$ cat config.mk
export PLATFORM = sky130hd
export DESIGN_NAME = seven_seg_scan
export DESIGN_NICKNAME = d
export VERILOG_FILES = /design/src/rtl/seven_seg_scan.sv
export SDC_FILE = /design/constraint.sdc
export NUM_CORES = 1
export LEC_CHECK = 0
export ABC_CLOCK_PERIOD_IN_PS = 2720
export BUFFER_PORTS_ARGS = -buffer_cell sky130_fd_sc_hd__buf_2
export CELL_PAD_IN_SITES_DETAIL_PLACEMENT = 0
export CELL_PAD_IN_SITES_GLOBAL_PLACEMENT = 1
export CORE_MARGIN = 1.5
export CORE_UTILIZATION = 47
export CTS_BUF_LIST = sky130_fd_sc_hd__clkbuf_4 sky130_fd_sc_hd__clkbuf_8
export DETAILED_ROUTE_END_ITERATION = 6
export GPL_TIMING_DRIVEN = 0
export HOLD_SLACK_MARGIN = 0.08
export PLACE_DENSITY = 0.92
export SLEW_MARGIN = 20
export SYNTH_ARGS = -nofsm -noshare
export SYNTH_HDL_FRONTEND = slang
export SYNTH_SLANG_ARGS = --single-unit
$ cat constraint.sdc
create_clock -name clk -period 2.72 [get_ports clk]
set_input_delay 0.408 -clock clk [delete_from_list [all_inputs] [get_ports clk]]
set_output_delay 0.408 -clock clk [all_outputs]
set_load 0.01 [all_outputs]
$ cat src/rtl/seven_seg_scan.sv
// Time-multiplexed common-anode seven-segment driver.
// Frame-shadowed hex value, per-slot blank interval, registered pins.
module seven_seg_scan #(
  parameter int DIGITS       = 4,
  parameter int REFRESH_DIV  = 100000,
  parameter int BLANK_CYCLES = 1000
) (
  input  logic                  clk,
  input  logic                  rst_n,
  input  logic [4*DIGITS-1:0]   value,
  input  logic [DIGITS-1:0]     dp_in,
  input  logic                  load,
  input  logic [DIGITS-1:0]     digit_en,
  input  logic                  lz_blank,
  output logic [6:0]            seg_n,
  output logic                  dp_n,
  output logic [DIGITS-1:0]     an_n,
  output logic                  frame_done
);

  localparam int TW = $clog2(REFRESH_DIV);
  localparam int IW = (DIGITS > 1) ? $clog2(DIGITS) : 1;
  localparam int VW = 4 * DIGITS;

  localparam logic [TW-1:0] TMAX = TW'(REFRESH_DIV - 1);
  localparam logic [TW-1:0] TBLK = TW'(BLANK_CYCLES);
  localparam logic [IW-1:0] IMAX = IW'(DIGITS - 1);

  logic [TW-1:0]     tick_cnt;
  logic [IW-1:0]     digit_idx;
  logic [VW-1:0]     pend_val;
  logic [DIGITS-1:0] pend_dp;
  logic              pend_v;
  logic [VW-1:0]     disp_val;
  logic [DIGITS-1:0] disp_dp;

  logic slot_end;
  logic frame_wrap;

  assign slot_end   = (tick_cnt == TMAX);
  assign frame_wrap = slot_end && (digit_idx == IMAX);

  always_ff @(posedge clk or negedge rst_n) begin
    if (!rst_n) begin
      tick_cnt  <= '0;
      digit_idx <= '0;
    end else if (slot_end) begin
      tick_cnt  <= '0;
      digit_idx <= frame_wrap ? '0 : digit_idx + 1'b1;
    end else begin
      tick_cnt  <= tick_cnt + 1'b1;
    end
  end

  // A load landing on the wrap cycle bypasses the pending register.
  always_ff @(posedge clk or negedge rst_n) begin
    if (!rst_n) begin
      pend_val <= '0;
      pend_dp  <= '0;
      pend_v   <= 1'b0;
      disp_val <= '0;
      disp_dp  <= '0;
    end else if (load && frame_wrap) begin
      disp_val <= value;
      disp_dp  <= dp_in;
      pend_v   <= 1'b0;
    end else if (load) begin
      pend_val <= value;
      pend_dp  <= dp_in;
      pend_v   <= 1'b1;
    end else if (frame_wrap && pend_v) begin
      disp_val <= pend_val;
      disp_dp  <= pend_dp;
      pend_v   <= 1'b0;
    end
  end

  function automatic logic [6:0] hex7(input logic [3:0] h);
    logic [6:0] s;
    case (h)
      4'h0: s = 7'b1111110;
      4'h1: s = 7'b0110000;
      4'h2: s = 7'b1101101;
      4'h3: s = 7'b1111001;
      4'h4: s = 7'b0110011;
      4'h5: s = 7'b1011011;
      4'h6: s = 7'b1011111;
      4'h7: s = 7'b1110000;
      4'h8: s = 7'b1111111;
      4'h9: s = 7'b1111011;
      4'hA: s = 7'b1110111;
      4'hB: s = 7'b0011111;
      4'hC: s = 7'b1001110;
      4'hD: s = 7'b0111101;
      4'hE: s = 7'b1001111;
      default: s = 7'b1000111;
    endcase
    return s;
  endfunction

  logic [DIGITS-1:0] zero_up;
  logic [DIGITS-1:0] sel;
  logic [3:0]        nib;
  logic              cur_dp;
  logic              cur_on;
  logic              lit;

  // zero_up[k]: nibble k and every higher nibble are zero
  always_comb begin
    zero_up = '0;
    zero_up[DIGITS-1] = (disp_val[VW-1 -: 4] == 4'h0);
    for (int k = DIGITS - 2; k >= 0; k--) begin
      zero_up[k] = (disp_val[k*4 +: 4] == 4'h0) && zero_up[k+1];
    end
  end

  always_comb begin
    sel    = '0;
    nib    = 4'h0;
    cur_dp = 1'b0;
    cur_on = 1'b0;
    for (int k = 0; k < DIGITS; k++) begin
      if (digit_idx == IW'(k)) begin
        sel[k] = 1'b1;
        nib    = disp_val[k*4 +: 4];
        cur_dp = disp_dp[k];
        cur_on = digit_en[k] && !(lz_blank && (k != 0) && zero_up[k]);
      end
    end
    lit = cur_on && (tick_cnt >= TBLK);
  end

  always_ff @(posedge clk or negedge rst_n) begin
    if (!rst_n) begin
      an_n       <= '1;
      seg_n      <= 7'h7F;
      dp_n       <= 1'b1;
      frame_done <= 1'b0;
    end else begin
      an_n       <= lit ? ~sel : '1;
      seg_n      <= lit ? ~hex7(nib) : 7'h7F;
      dp_n       <= lit ? ~cur_dp : 1'b1;
      frame_done <= frame_wrap;
    end
  end

endmodule
### Word-level counts from Yosys, hierarchy flattened

Memory sizes are Yosys's and may differ from the RTL's.
Index checks and enable logic that the tools add are counted.

* register bits after elaboration: 73
* ROM bits: 112
* input port bits: 28
* output and inout port bits: 13
* logic and storage cells: 77
* memories: 1

* $add $sub $neg: 2
* magnitude comparators: 1
* equality and inequality tests: 5
* multiplexer cells: 30
* bitwise logic cells: 4
* reductions and logical operators: 23

Memories
* (name not given): words 16, width 7, rd ports 1, clocked after Yosys merged registers in 0, write ports 0, RTL line 80 `case (h)`

Operators with widths (count)
* 16-bit 2-to-1 mux: 3
* 4-bit 2-to-1 mux: 8
* 17-bit by 1-bit adder with 17-bit output (second input constant): 1
* 17-bit == test (second input constant): 1
* 17-bit by 10-bit greater-or-equal comparator with 1-bit output (second input constant): 1
* 17-bit 2-to-1 mux: 1
* 1-bit 2-to-1 mux: 16
* 1-bit logical AND: 12
* 4-bit zero test: 3
* 7-bit 2-to-1 mux: 1
* 7-bit NOT: 1
* 2-bit == test (second input constant): 2
* 4-bit NOT: 1
* 2-bit AND reduction: 2
* 1-bit zero test: 3
* 3-bit nonzero test: 1
* 2-bit by 1-bit adder with 2-bit output (second input constant): 1
* 2-bit by 1-bit == test with 1-bit output (second input constant): 1
* 2-bit zero test: 1
* 2-bit 2-to-1 mux: 1
* 2-bit by 1-bit inequality test with 1-bit output (second input constant): 1
* 1-bit NOT: 2
* 2-bit nonzero test: 1

### Logic depth before layout (Yosys ltp)

Gate-level depths: netlist of the first run.

* depth in word-level cells: 11
* gate-level depth with buffers: 10
* mapped depth without buffers: 9

### Worst setup path before layout of the first run

OpenSTA, ideal clock, no wires.

* path type: reg2reg
* start: register digit_idx[0]
* end: register seg_n[3]
* setup time: 62 ps
* data arrival time: 2107 ps
* setup slack: 550 ps
* cell stages (with the launch flop): 11
* clock period less this slack: 2170 ps
* cell sequence: dfrtp_1 -> inv_1 -> ha_1 -> clkbuf_1 -> a211oi_1 -> a221o_1 -> inv_1 -> ha_1 -> mux2i_1 -> mux2_2 -> nand2_1

* longest elaborated chain between the ends: 8
* elaborated cells between the ends (all ways): 16
* classes of those cells: eq/ne: 3; mux: 9; bitwise: 1; reduce/logical: 2; memory: 1

Ends and longest elaborated chain
* start: declaration: RTL line 30 `logic [IW-1:0] digit_idx;`
* start signal: assignment: RTL line 49 `digit_idx <= frame_wrap ? '0 : digit_idx + 1'b1;`
* 2-bit zero test: RTL line 123 `if (digit_idx == IW'(k)) begin`
* 4-bit 2-to-1 mux (4 in series): RTL line 123
* memory 16 x 7 bit
* 7-bit NOT: RTL line 141 `seg_n <= lit ? ~hex7(nib) : 7'h7F;`
* 7-bit 2-to-1 mux (*): RTL line 141
* end signal: assignment: RTL line 141
* end: declaration: RTL line 15 `output logic [6:0] seg_n,`

Mark *: on every way between the ends. The rest lies on a longest branch, timed or not.
A chain may end at the register's enable or synchronous reset.

### Worst setup path in the final report of the first run

Ends and elaborated chain as after synthesis.

==> impl_metrics.csv, run 1 <==
group,metric,value,unit
yosys,synth_most_common_cell,"dfrtp_1",
min_path,worstHoldPathCells,2,
floorplan,io_pins,41,
final_layout,fillers,707,
power,leakagePower,1.90,nW
placed_design,port-buffer-count,40,
drt,vias,2882,
sta,setup_viol,0,
drt,post_drt_wl_per_cell,14.6,um
floorplan,rows,32,
yosys,syn_nets,411,
yosys,yosys.area_share.xor_xnor,3.30,%
run_status,outcome,"finished, final reports clean",
yosys,synth_area,3720,um^2
sta,skew,0.00919,ns
sta,rsz0062_at_grt,"false",
yosys,synth.mux.area_fraction,6.90,%
drt,detail_route.wirelength,7760,um
clock_tree,post_cts_buffers,0,
yosys,ys_ff_latch,73,
power,internal-power,1.76,mW
drt,drc,0,
yosys,ys_warn_count,0,
clock_tree,cts_max_level,3,
final_layout,final_cells,531,
yosys,synth_cells,371,
critical_path,crit_arrival,2.75,ns
yosys,synth_edf_count,0,
critical_path,cp_data_required_time,3.00,ns
global_route,grt_max_degree,48,
sta,fmax,406,MHz
power,switching_share,23.3,%
placed_design,placed_cells,514,
global_route,grt_pass1_wl,13100,um
yosys,yosysUniqueCellTypes,45,
clock_tree,clock_latency,0.34,ns
floorplan,initial_utilization,48.4,%
drt,dr.pass1.iters,4,
critical_path,end_kind,"flip-flop",
clock_tree,path_clk_slew,0.08,ns
sta,worst_pin_slew,0.795,ns
yosys,ys_seq_area_share,49.5,%
yosys,synthTopCellsByArea,"dfrtp_1 41%, dfstp_2 8.5%, mux2_2 6.4%, ha_1 4.0%, nand3_1 3.8%",
sta,hold_slack,0.306,ns
sta,hold_viol,0,
sta,slew_viol_final,0,
clock_tree,clock_path_buffers,2,
critical_path,critPathMaxFanout,10,
placed_design,dp_hpwl,5690,um
floorplan,die_y,92.0,um
clock_tree,cts_sinks,73,
critical_path,crit_type,"reg2reg",
yosys,postSynthAreaPerCell,10.0,um^2
final_layout,drive_gt1_share,24.5,%
final_layout,diodes,0,
drt,drtIter0Drc,124,
power,ir_drop,0.336,mV
yosys,synthAdderAreaFrac,4.04,%
yosys,yosys.area_share.simple,17.7,%
power,seq_power_share,50.1,%
clock_tree,numCtsBuffers,9,
sta,tns,0,ns
clock_tree,root_buffer,"clkbuf_8",
sta,max_slew_margin,47.0,%
global_route,gr-total-overflow,0,
final_layout,multi_input_area,1670,um^2
yosys,synth_area_leader_cell,"dfrtp_1",
yosys,synth_top_family_by_area,"simple AND/OR/NAND/NOR gates",
job,maxCapViolations,0,
critical_path,r2r_setup_slack,0.25,ns
global_route,grt_pass1_vias,2733,
power,fin_total_pwr,2.29,mW
sta,post-route-period-util,90.7,%
yosys,yosysTopAreaCellShare,41.0,%
drt,ant_nets,0,
yosys,ys_top_cells_by_count,"61 x dfrtp_1, 36 x nor2_1, 29 x inv_1, 28 x nand3_1, 23 x o21ai_0",
final_layout,register_area,1840,um^2
yosys,synth_flop_cell,"dfrtp_1",
critical_path,start_kind,"flip-flop",
final_layout,area_growth,16.1,%
drt,viasPerCell,5.43,
final_layout,fin_nets,464,
yosys,synth_compound_area_share,12.9,%
min_path,hold_path.class,"in2reg",
floorplan,die_x,92.0,um
floorplan,core_area,7690,um^2
critical_path,rr_worst_depth,9,
placed_design,gp_congestion,0.854,
power,p_comb_share,8.2,%
floorplan,dieArea,8460,um^2
yosys,async_reset_ff_share,100,%
power,p_clk_share,41.7,%
clock_tree,cts_tree,"done",
power,netSwitchingPower,0.536,mW
sta,period_minus_slack,2.47,ns
power,power_density,531,nW/um^2
global_route,grt_usage,19.8,%
global_route,antenna_found_initial,0,
per-layer routing:
layer	GRT usage (%)	vias to the layer above	wire, um	part of all wire, %
met2	32.5	69	3750	48
li1	-	1404	-	-
met1	26.7	1405	3620	47
met4	5.13	0	41	0.53
met3	3.98	4	341	4.4
met5	0	-	0	0
power by group through the flow:
stage                     Sequential, mW  Clock [mW]  Combinational (mW)
after floorplan                     1.16           0               0.115
after global placement              1.17           0               0.176
after detailed placement            1.17           0               0.188
after CTS                           1.15       0.977               0.190
after global routing                1.16        1.02               0.215
final                               1.15       0.957               0.187
cells by family (layout without fill, tap and decap cells):
kind of cell,count (synthesis),in the layout
AO/OA/AOI/OAI,77,77
buffers and inverters,49,107
flip-flops,73,73
adder cells (fa/ha/maj),12,12
XOR/XNOR,14,14
multiplexers,23,23
AND/OR/NAND/NOR,123,123
per-stage QoR:
step                util (%)  instance area, um^2  worst slack [ns]
floorplan                  -                 3720             0.550
global placement        52.7                 4050             0.266
detailed placement      53.0                 4080             0.205
CTS                     56.1                 4320             0.198
global route            56.2                 4320            0.0508
finish                  56.2                 4320             0.254
critical path, cell delays in order (launching register included):
cell and delay, ns:
dfrtp_1 0.43, ha_1 0.29, buf_2 0.20, buf_2 0.20, a221o_1 0.46, inv_1 0.13, ha_1 0.26, mux2i_1 0.11
mux2_2 0.27, nand2_1 0.07
worst paths after layout:
| check | startpoint | end |
|---|---|---|
| setup / recovery | digit_idx[0] | seg_n[3] |
| hold / removal | value[15] | pend_val[15] |
| setup reg to reg | digit_idx[0] | seg_n[3] |
| hold reg to reg | pend_dp[2] | pend_dp[2] |
| max in group asynchronous | rst_n | disp_val[15] |
| min in group asynchronous | rst_n | tick_cnt[11] |
state kept, by name (all words and copies together) (netlist names):
| register | flops |
|---|---|
| disp_dp | 4 |
| frame_done | 1 |
| digit_idx | 2 |
| tick_cnt | 17 |
| an_n | 4 |
| pend_dp | 4 |
| pend_v | 1 |
| pend_val | 16 |
| dp_n | 1 |
| disp_val | 16 |
| seg_n | 7 |
repair_timing:
item / CTS / global route
gates resized for setup: 0 / 4
endpoints found under the hold margin: 14 / 0
hold buffers: 1 / 0
endpoints found under the setup margin: 0 / 1
cells in the final DEF, fill, tap and decap left out, types with 10 or more instances in the layout:
master,instances
a21oi_1,22
buf_2,44
clkbuf_8,10
dfrtp_1,61
dfstp_2,12
ha_1,12
inv_1,29
mux2_2,21
nand2_1,20
nand3_1,28
nor2_1,36
o21ai_0,23
cell type report:
type	count	share of cell area, %
repair buffers	42	5.56
plain buffers	19	2.38
multi-input cells	249	38.6
inverters	30	2.61
well taps	102	2.96
clock inverters	6	2.09
clock buffers	10	3.19
flip-flops and latches	73	42.7
No activity file was read; power rests on OpenSTA's default activity.
==> run 2: changes to the inputs <==
--- a/config.mk
+++ b/config.mk
@@ -16,6 +16,7 @@
 export GPL_TIMING_DRIVEN = 0
 export HOLD_SLACK_MARGIN = 0.08
 export PLACE_DENSITY = 0.92
+export RECOVER_POWER = 100
 export SLEW_MARGIN = 20
 export SYNTH_ARGS = -nofsm -noshare
 export SYNTH_HDL_FRONTEND = slang
==> run 2 against run 1 <==
Net effect:
- the run now ends with capacitance limit, slew limit left
- combinational power is essentially flat
- clock skew is essentially flat
- sequential power is essentially flat
- global-route usage is the same
- cell count is the same
- first-iteration DRC count shrank 9.7%
- core utilization shrank 0.37 points
- sequential share of layout area grew 0.29 points
- clock power is essentially flat
- register-to-register slack lost 0.05 ns
- critical endpoint is now pend_val[0]
==> impl_metrics.csv, run 2 (synthesis results as in run 1) <==
group,metric,value,unit
run_status,outcome,"complete, but fails checks",
run_status,violations,"capacitance limit, slew limit",
min_path,hold_path.class,"in2reg",
global_route,grt_usage,19.8,%
clock_tree,clock_latency,0.34,ns
sta,slew_viol_final,27,
power,fin_total_pwr,2.30,mW
floorplan,dieArea,8460,um^2
final_layout,fillers,716,
floorplan,die_x,92.0,um
final_layout,final_common_cell,"dfrtp_1",
critical_path,crit_type,"reg2reg",
final_layout,largest_reg_flops,17,
floorplan,rows,32,
placed_design,dp_hpwl,5690,um
clock_tree,cts_sinks,73,
global_route,gr-total-overflow,0,
clock_tree,clock_path_buffers,2,
final_layout,reg_top3,"tick_cnt: 17 flops, disp_val: 16 flops, pend_val: 16 flops",
drt,ant_nets,0,
drt,m1WireLength,3630,um
critical_path,path_cells,"ha_1 -> and4_1 -> nand2_1 -> or2_1 -> clkbuf_1 -> o21ai_4 -> buf_6 -> mux2_2",
final_layout,diodes,0,
clock_tree,cts_tree,"done",
power,power_density,535,nW/um^2
sta,hold_slack,0.303,ns
final_layout,drive_gt1_share,20.7,%
placed_design,placed_cell_area,4080,um^2
critical_path,crit_arrival,2.75,ns
sta,setup_viol,0,
power,ir_drop,0.336,mV
clock_tree,root_buffer,"clkbuf_8",
final_layout,final_cells,531,
sta,worst_pin_slew,1.53,ns
final_layout,fin_nets,464,
final_layout,largest-register,"tick_cnt",
global_route,grt_pass1_vias,2733,
drt,top_layer,"met4",
floorplan,die_y,92.0,um
placed_design,gp_congestion,0.854,
placed_design,placed_cells,514,
power,p_comb_share,8.1,%
floorplan,initial_utilization,48.4,%
final_layout,area_growth,15.3,%
critical_path,start_kind,"flip-flop",
sta,period_minus_slack,2.51,ns
sta,max_slew_margin,-2.12,%
drt,detail_route.wirelength,7780,um
sta,hold_viol,0,
sta,fin_ws,0.207,ns
final_layout,fin_area,4290,um^2
power,leakagePower,1.87,nW
power,internal-power,1.76,mW
placed_design,place_worst_setup_slack,0.205,ns
floorplan,core_area,7690,um^2
clock_tree,post_cts_buffers,0,
drt,drc,0,
drt,vias,2889,
global_route,antenna_found_initial,0,
global_route,grt_max_degree,48,
sta,fmax,398,MHz
critical_path,max_stage_delay,0.41,ns
critical_path,cp_slowest_cell,"dfrtp_1",
sta,skew,0.00923,ns
critical_path,end_kind,"flip-flop",
power,netSwitchingPower,0.538,mW
sta,tns,0,ns
critical_path,cp_data_required_time,2.96,ns
power,p_clk_share,41.8,%
job,maxCapViolations,1,
sta,rsz0062_at_grt,"false",
final_layout,layout_common_cells,"61 x dfrtp_1, 36 x nor2_1, 30 x buf_2",
placed_design,port-buffer-count,40,
power,seq_power_share,50.1,%
drt,dr.pass1.iters,4,
floorplan,io_pins,41,
critical_path,critPathMaxFanout,10,
clock_tree,cts_max_level,3,
drt,post_drt_wl_per_cell,14.7,um
drt,wl_met3,399,um
global_route,grt_pass1_wl,13100,um
power,switching_share,23.4,%
clock_tree,numCtsBuffers,9,
clock_tree,path_clk_slew,0.08,ns
sta,post-route-period-util,92.4,%
final_layout,fin_util,55.8,%
drt,wl_met2,3700,um
drt,viasPerCell,5.44,
drt,drtIter0Drc,112,
## run 2: changes by cell type in the layout (fill, tap and decap cells not counted), sizes merged
cell	before	now
buf	51	35
clkbuf	19	35
## run 2: final cells by class
cell class,count,area (um^2),area share (%)
buffer,19,93.8,2.19
clock buffer,10,138,3.21
clock inverter,6,90.1,2.10
inverter,30,113,2.63
multi-input combinational,249,1670,38.8
sequential,73,1840,42.9
tap,102,128,2.98
timing repair buffer,42,220,5.13
## run 2: power by group through the flow
stage	combinational, mW	sequential, mW	clock [mW]
floorplan	0.115	1.16	0
global placement	0.176	1.17	0
detailed placement	0.188	1.17	0
CTS	0.190	1.15	0.977
global route	0.214	1.16	1.02
finish	0.186	1.15	0.959
## run 2: per-layer routing
metal  vias up  GRT usage [%]
met5         -              0
met4         0           5.13
met3         7           3.98
met2        84           32.5
met1      1399           26.7
li1       1399              -
## run 2: path summary, 6_finish.rpt
kind	depth (start not counted)	slack (ns)	from	end
max	8	0.21	tick_cnt[0]	pend_val[0]
min	2	0.30	value[15]	pend_val[15]
max reg2reg	8	0.21	tick_cnt[0]	pend_val[0]
min reg2reg	1	0.50	pend_dp[2]	pend_dp[2]
max in group asynchronous	3	0.86	rst_n	disp_val[14]
min in group asynchronous	2	0.97	rst_n	tick_cnt[11]
## run 2: critical path, delay by kind of cell (launching register included)
| family | cells | cell delay [ns] |
|---|---|---|
| buffers and inverters | 2 | 0.41 |
| adders and majority gates | 1 | 0.22 |
| AOI/OAI and AO/OA | 1 | 0.22 |
| muxes | 1 | 0.34 |
| and+or+nand+nor | 3 | 0.80 |
| DFF | 1 | 0.41 |
## run 2: repair_timing
item | 4_1_cts | 5_1_grt
endpoints found under the setup margin | 0 | 1
hold buffers | 1 | 0
endpoints found under the hold margin | 14 | 0
gates resized for setup | 0 | 4
==> run 3: changes to the inputs <==
--- a/config.mk
+++ b/config.mk
@@ -7,15 +7,13 @@
 export LEC_CHECK = 0
 export ABC_CLOCK_PERIOD_IN_PS = 2720
 export BUFFER_PORTS_ARGS = -buffer_cell sky130_fd_sc_hd__buf_2
-export CELL_PAD_IN_SITES_DETAIL_PLACEMENT = 0
-export CELL_PAD_IN_SITES_GLOBAL_PLACEMENT = 1
 export CORE_MARGIN = 1.5
-export CORE_UTILIZATION = 47
+export CORE_UTILIZATION = 55
 export CTS_BUF_LIST = sky130_fd_sc_hd__clkbuf_4 sky130_fd_sc_hd__clkbuf_8
 export DETAILED_ROUTE_END_ITERATION = 6
 export GPL_TIMING_DRIVEN = 0
 export HOLD_SLACK_MARGIN = 0.08
-export PLACE_DENSITY = 0.92
+export PLACE_DENSITY = 0.87
 export RECOVER_POWER = 100
 export SLEW_MARGIN = 20
 export SYNTH_ARGS = -nofsm -noshare
==> constraint.sdc (replaced) <==
create_clock -name clk -period 2.72 [get_ports clk]
set_input_delay 0.272 -clock clk [delete_from_list [all_inputs] [get_ports clk]]
set_output_delay 0.272 -clock clk [all_outputs]
set_load 0.01 [all_outputs]
==> run 3 against run 2 <==
Net effect:
- the flow finishes with violations (DRC)
- core utilization rose by 9.9 points
- register-to-register slack got worse by 0.10 ns
- design area fell by 1.1%
- combinational power rose by 2%
- first-iteration DRC count rose by 21%
- critical path depth did not move
- fmax fell by 3.9%
- via count rose by 1.9%
- critical path type unchanged
- critical endpoint is now pend_dp[3]
- largest cell class unchanged
==> impl_metrics.csv, run 3 (synthesis results as in run 1) <==
group,metric,value,unit
critical_path,end_kind,"flip-flop",
critical_path,start_kind,"flip-flop",
drt,ant_nets,0,
placed_design,port-buffer-count,40,
floorplan,core_area,6460,um^2
job,maxCapViolations,0,
critical_path,r2r_setup_slack,0.10,ns
floorplan,rows,29,
floorplan,initial_utilization,57.6,%
global_route,grt_max_degree,55,
global_route,antenna_found_initial,0,
clock_tree,clock_path_buffers,2,
floorplan,die_x,85.2,um
clock_tree,cts_tree,"done",
clock_tree,cts_max_level,3,
power,ir_drop,0.505,mV
critical_path,crit_arrival,2.86,ns
critical_path,rr_worst_depth,8,
power,leakagePower,1.85,nW
drt,viasPerCell,5.82,
sta,slew_viol_final,0,
min_path,worstHoldPathCells,2,
sta,hold_slack,0.160,ns
final_layout,diodes,0,
sta,setup_viol,0,
critical_path,reg2reg_to,"pend_dp[3]",
placed_design,gp_congestion,0.894,
final_layout,largest-register,"tick_cnt",
critical_path,cp_data_required_time,2.96,ns
clock_tree,numCtsBuffers,9,
clock_tree,post_cts_buffers,0,
power,power_density,536,nW/um^2
drt,vias,2944,
min_path,hold_start,"value[4]",
clock_tree,root_buffer,"clkbuf_8",
critical_path,crit-reg2reg-launch,"tick_cnt[0]",
drt,post_drt_wl_per_cell,15.6,um
final_layout,layout_common_cells,"61 x dfrtp_1, 36 x nor2_1, 30 x buf_2",
floorplan,dieArea,7270,um^2
sta,fmax,382,MHz
clock_tree,cts_sinks,73,
sta,post-route-period-util,96.2,%
min_path,hold_path.class,"in2reg",
sta,period_minus_slack,2.62,ns
floorplan,io_pins,41,
clock_tree,path_clk_slew,0.08,ns
drt,drc,2,
clock_tree,ctsHoldBuffers,1,
global_route,grt_pass1_vias,2861,
sta,tns,0,ns
final_layout,drive_gt1_share,20.3,%
clock_tree,clock_latency,0.36,ns
run_status,violations,"DRC",
clock_tree,ctsResizeCount,0,
run_status,outcome,"complete, but fails checks",
sta,max_slew_margin,24.3,%
critical_path,crit_type,"reg2reg",
global_route,grt_usage,23.4,%
floorplan,die_y,85.2,um
global_route,grt_pass1_wl,13300,um
drt,detail_route.wirelength,7890,um
sta,rsz0062_at_grt,"false",
min_path,hold_end,"pend_val[4]",
final_layout,largest_reg_flops,17,
final_layout,final_common_cell,"dfrtp_1",
critical_path,critPathMaxFanout,10,
global_route,gr-total-overflow,0,
sta,worst_pin_slew,1.14,ns
placed_design,dp_hpwl,5730,um
final_layout,fin_nets,464,
drt,dr.pass1.iters,6,
drt,drtIter0Drc,135,
sta,hold_viol,0,
final_layout,area_growth,14.0,%
final_layout,reg_top3,"tick_cnt: 17 flops, disp_val: 16 flops, pend_val: 16 flops",
sta,skew,0.0109,ns
-- run 3: cell type report --
cell class | count | area [um^2]
Fill cell | 522 | 2220
Inverter | 30 | 113
Timing Repair Buffer | 42 | 220
Clock buffer | 9 | 124
Clock inverter | 7 | 93.8
Tap cell | 77 | 96.3
Multi-Input combinational cell | 249 | 1670
Sequential cell | 73 | 1840
Buffer | 19 | 87.6
-- run 3: how the worst max path moves through the flow --
stage	from	to	cells past startpoint
finish	tick_cnt[0]	pend_dp[3]	8
global route	tick_cnt[0]	pend_val[7]	8
CTS	digit_idx[1]	seg_n[3]	10
detailed placement	digit_idx[1]	seg_n[3]	10
global placement	digit_idx[1]	seg_n[3]	10
floorplan	digit_idx[0]	seg_n[3]	10
-- run 3: per-layer routing --
layer  vias to the layer above  global-route usage, %  part of all wire [%]  wire (um)
met3                        13                   6.13                   4.9        385
met1                      1440                   29.3                    43       3430
met4                         0                   8.35                   2.1        168
li1                       1408                      -                     -          -
met5                         -                      0                     0          0
met2                        83                   39.2                    49       3910
-- run 3: through the flow --
stage	cells	setup slack, ns	util, %	total power, mW	area [um^2]
after detailed placement	489	0.193	62.7	1.36	4050
after global routing	506	0.0117	65.7	2.36	4240
after global placement	488	0.327	62.2	1.34	4020
after CTS	506	0.155	66.2	2.29	4270
after floorplan	371	0.550	-	1.28	3720
final	506	0.104	65.7	2.27	4240
-- run 3: power by group --
group | switching, mW | internal, mW
sequential | 0.0242 | 1.13
clock | 0.417 | 0.516
combinational | 0.103 | 0.0864
-- run 3: critical path, cell delays in order (launching register included) --
cell      delay (ns)
dfrtp_1         0.42
ha_1            0.22
and4_1          0.30
nand2_1         0.19
or2_0           0.26
clkbuf_1        0.26
o21ai_4         0.24
clkbuf_4        0.25
mux2_2          0.35
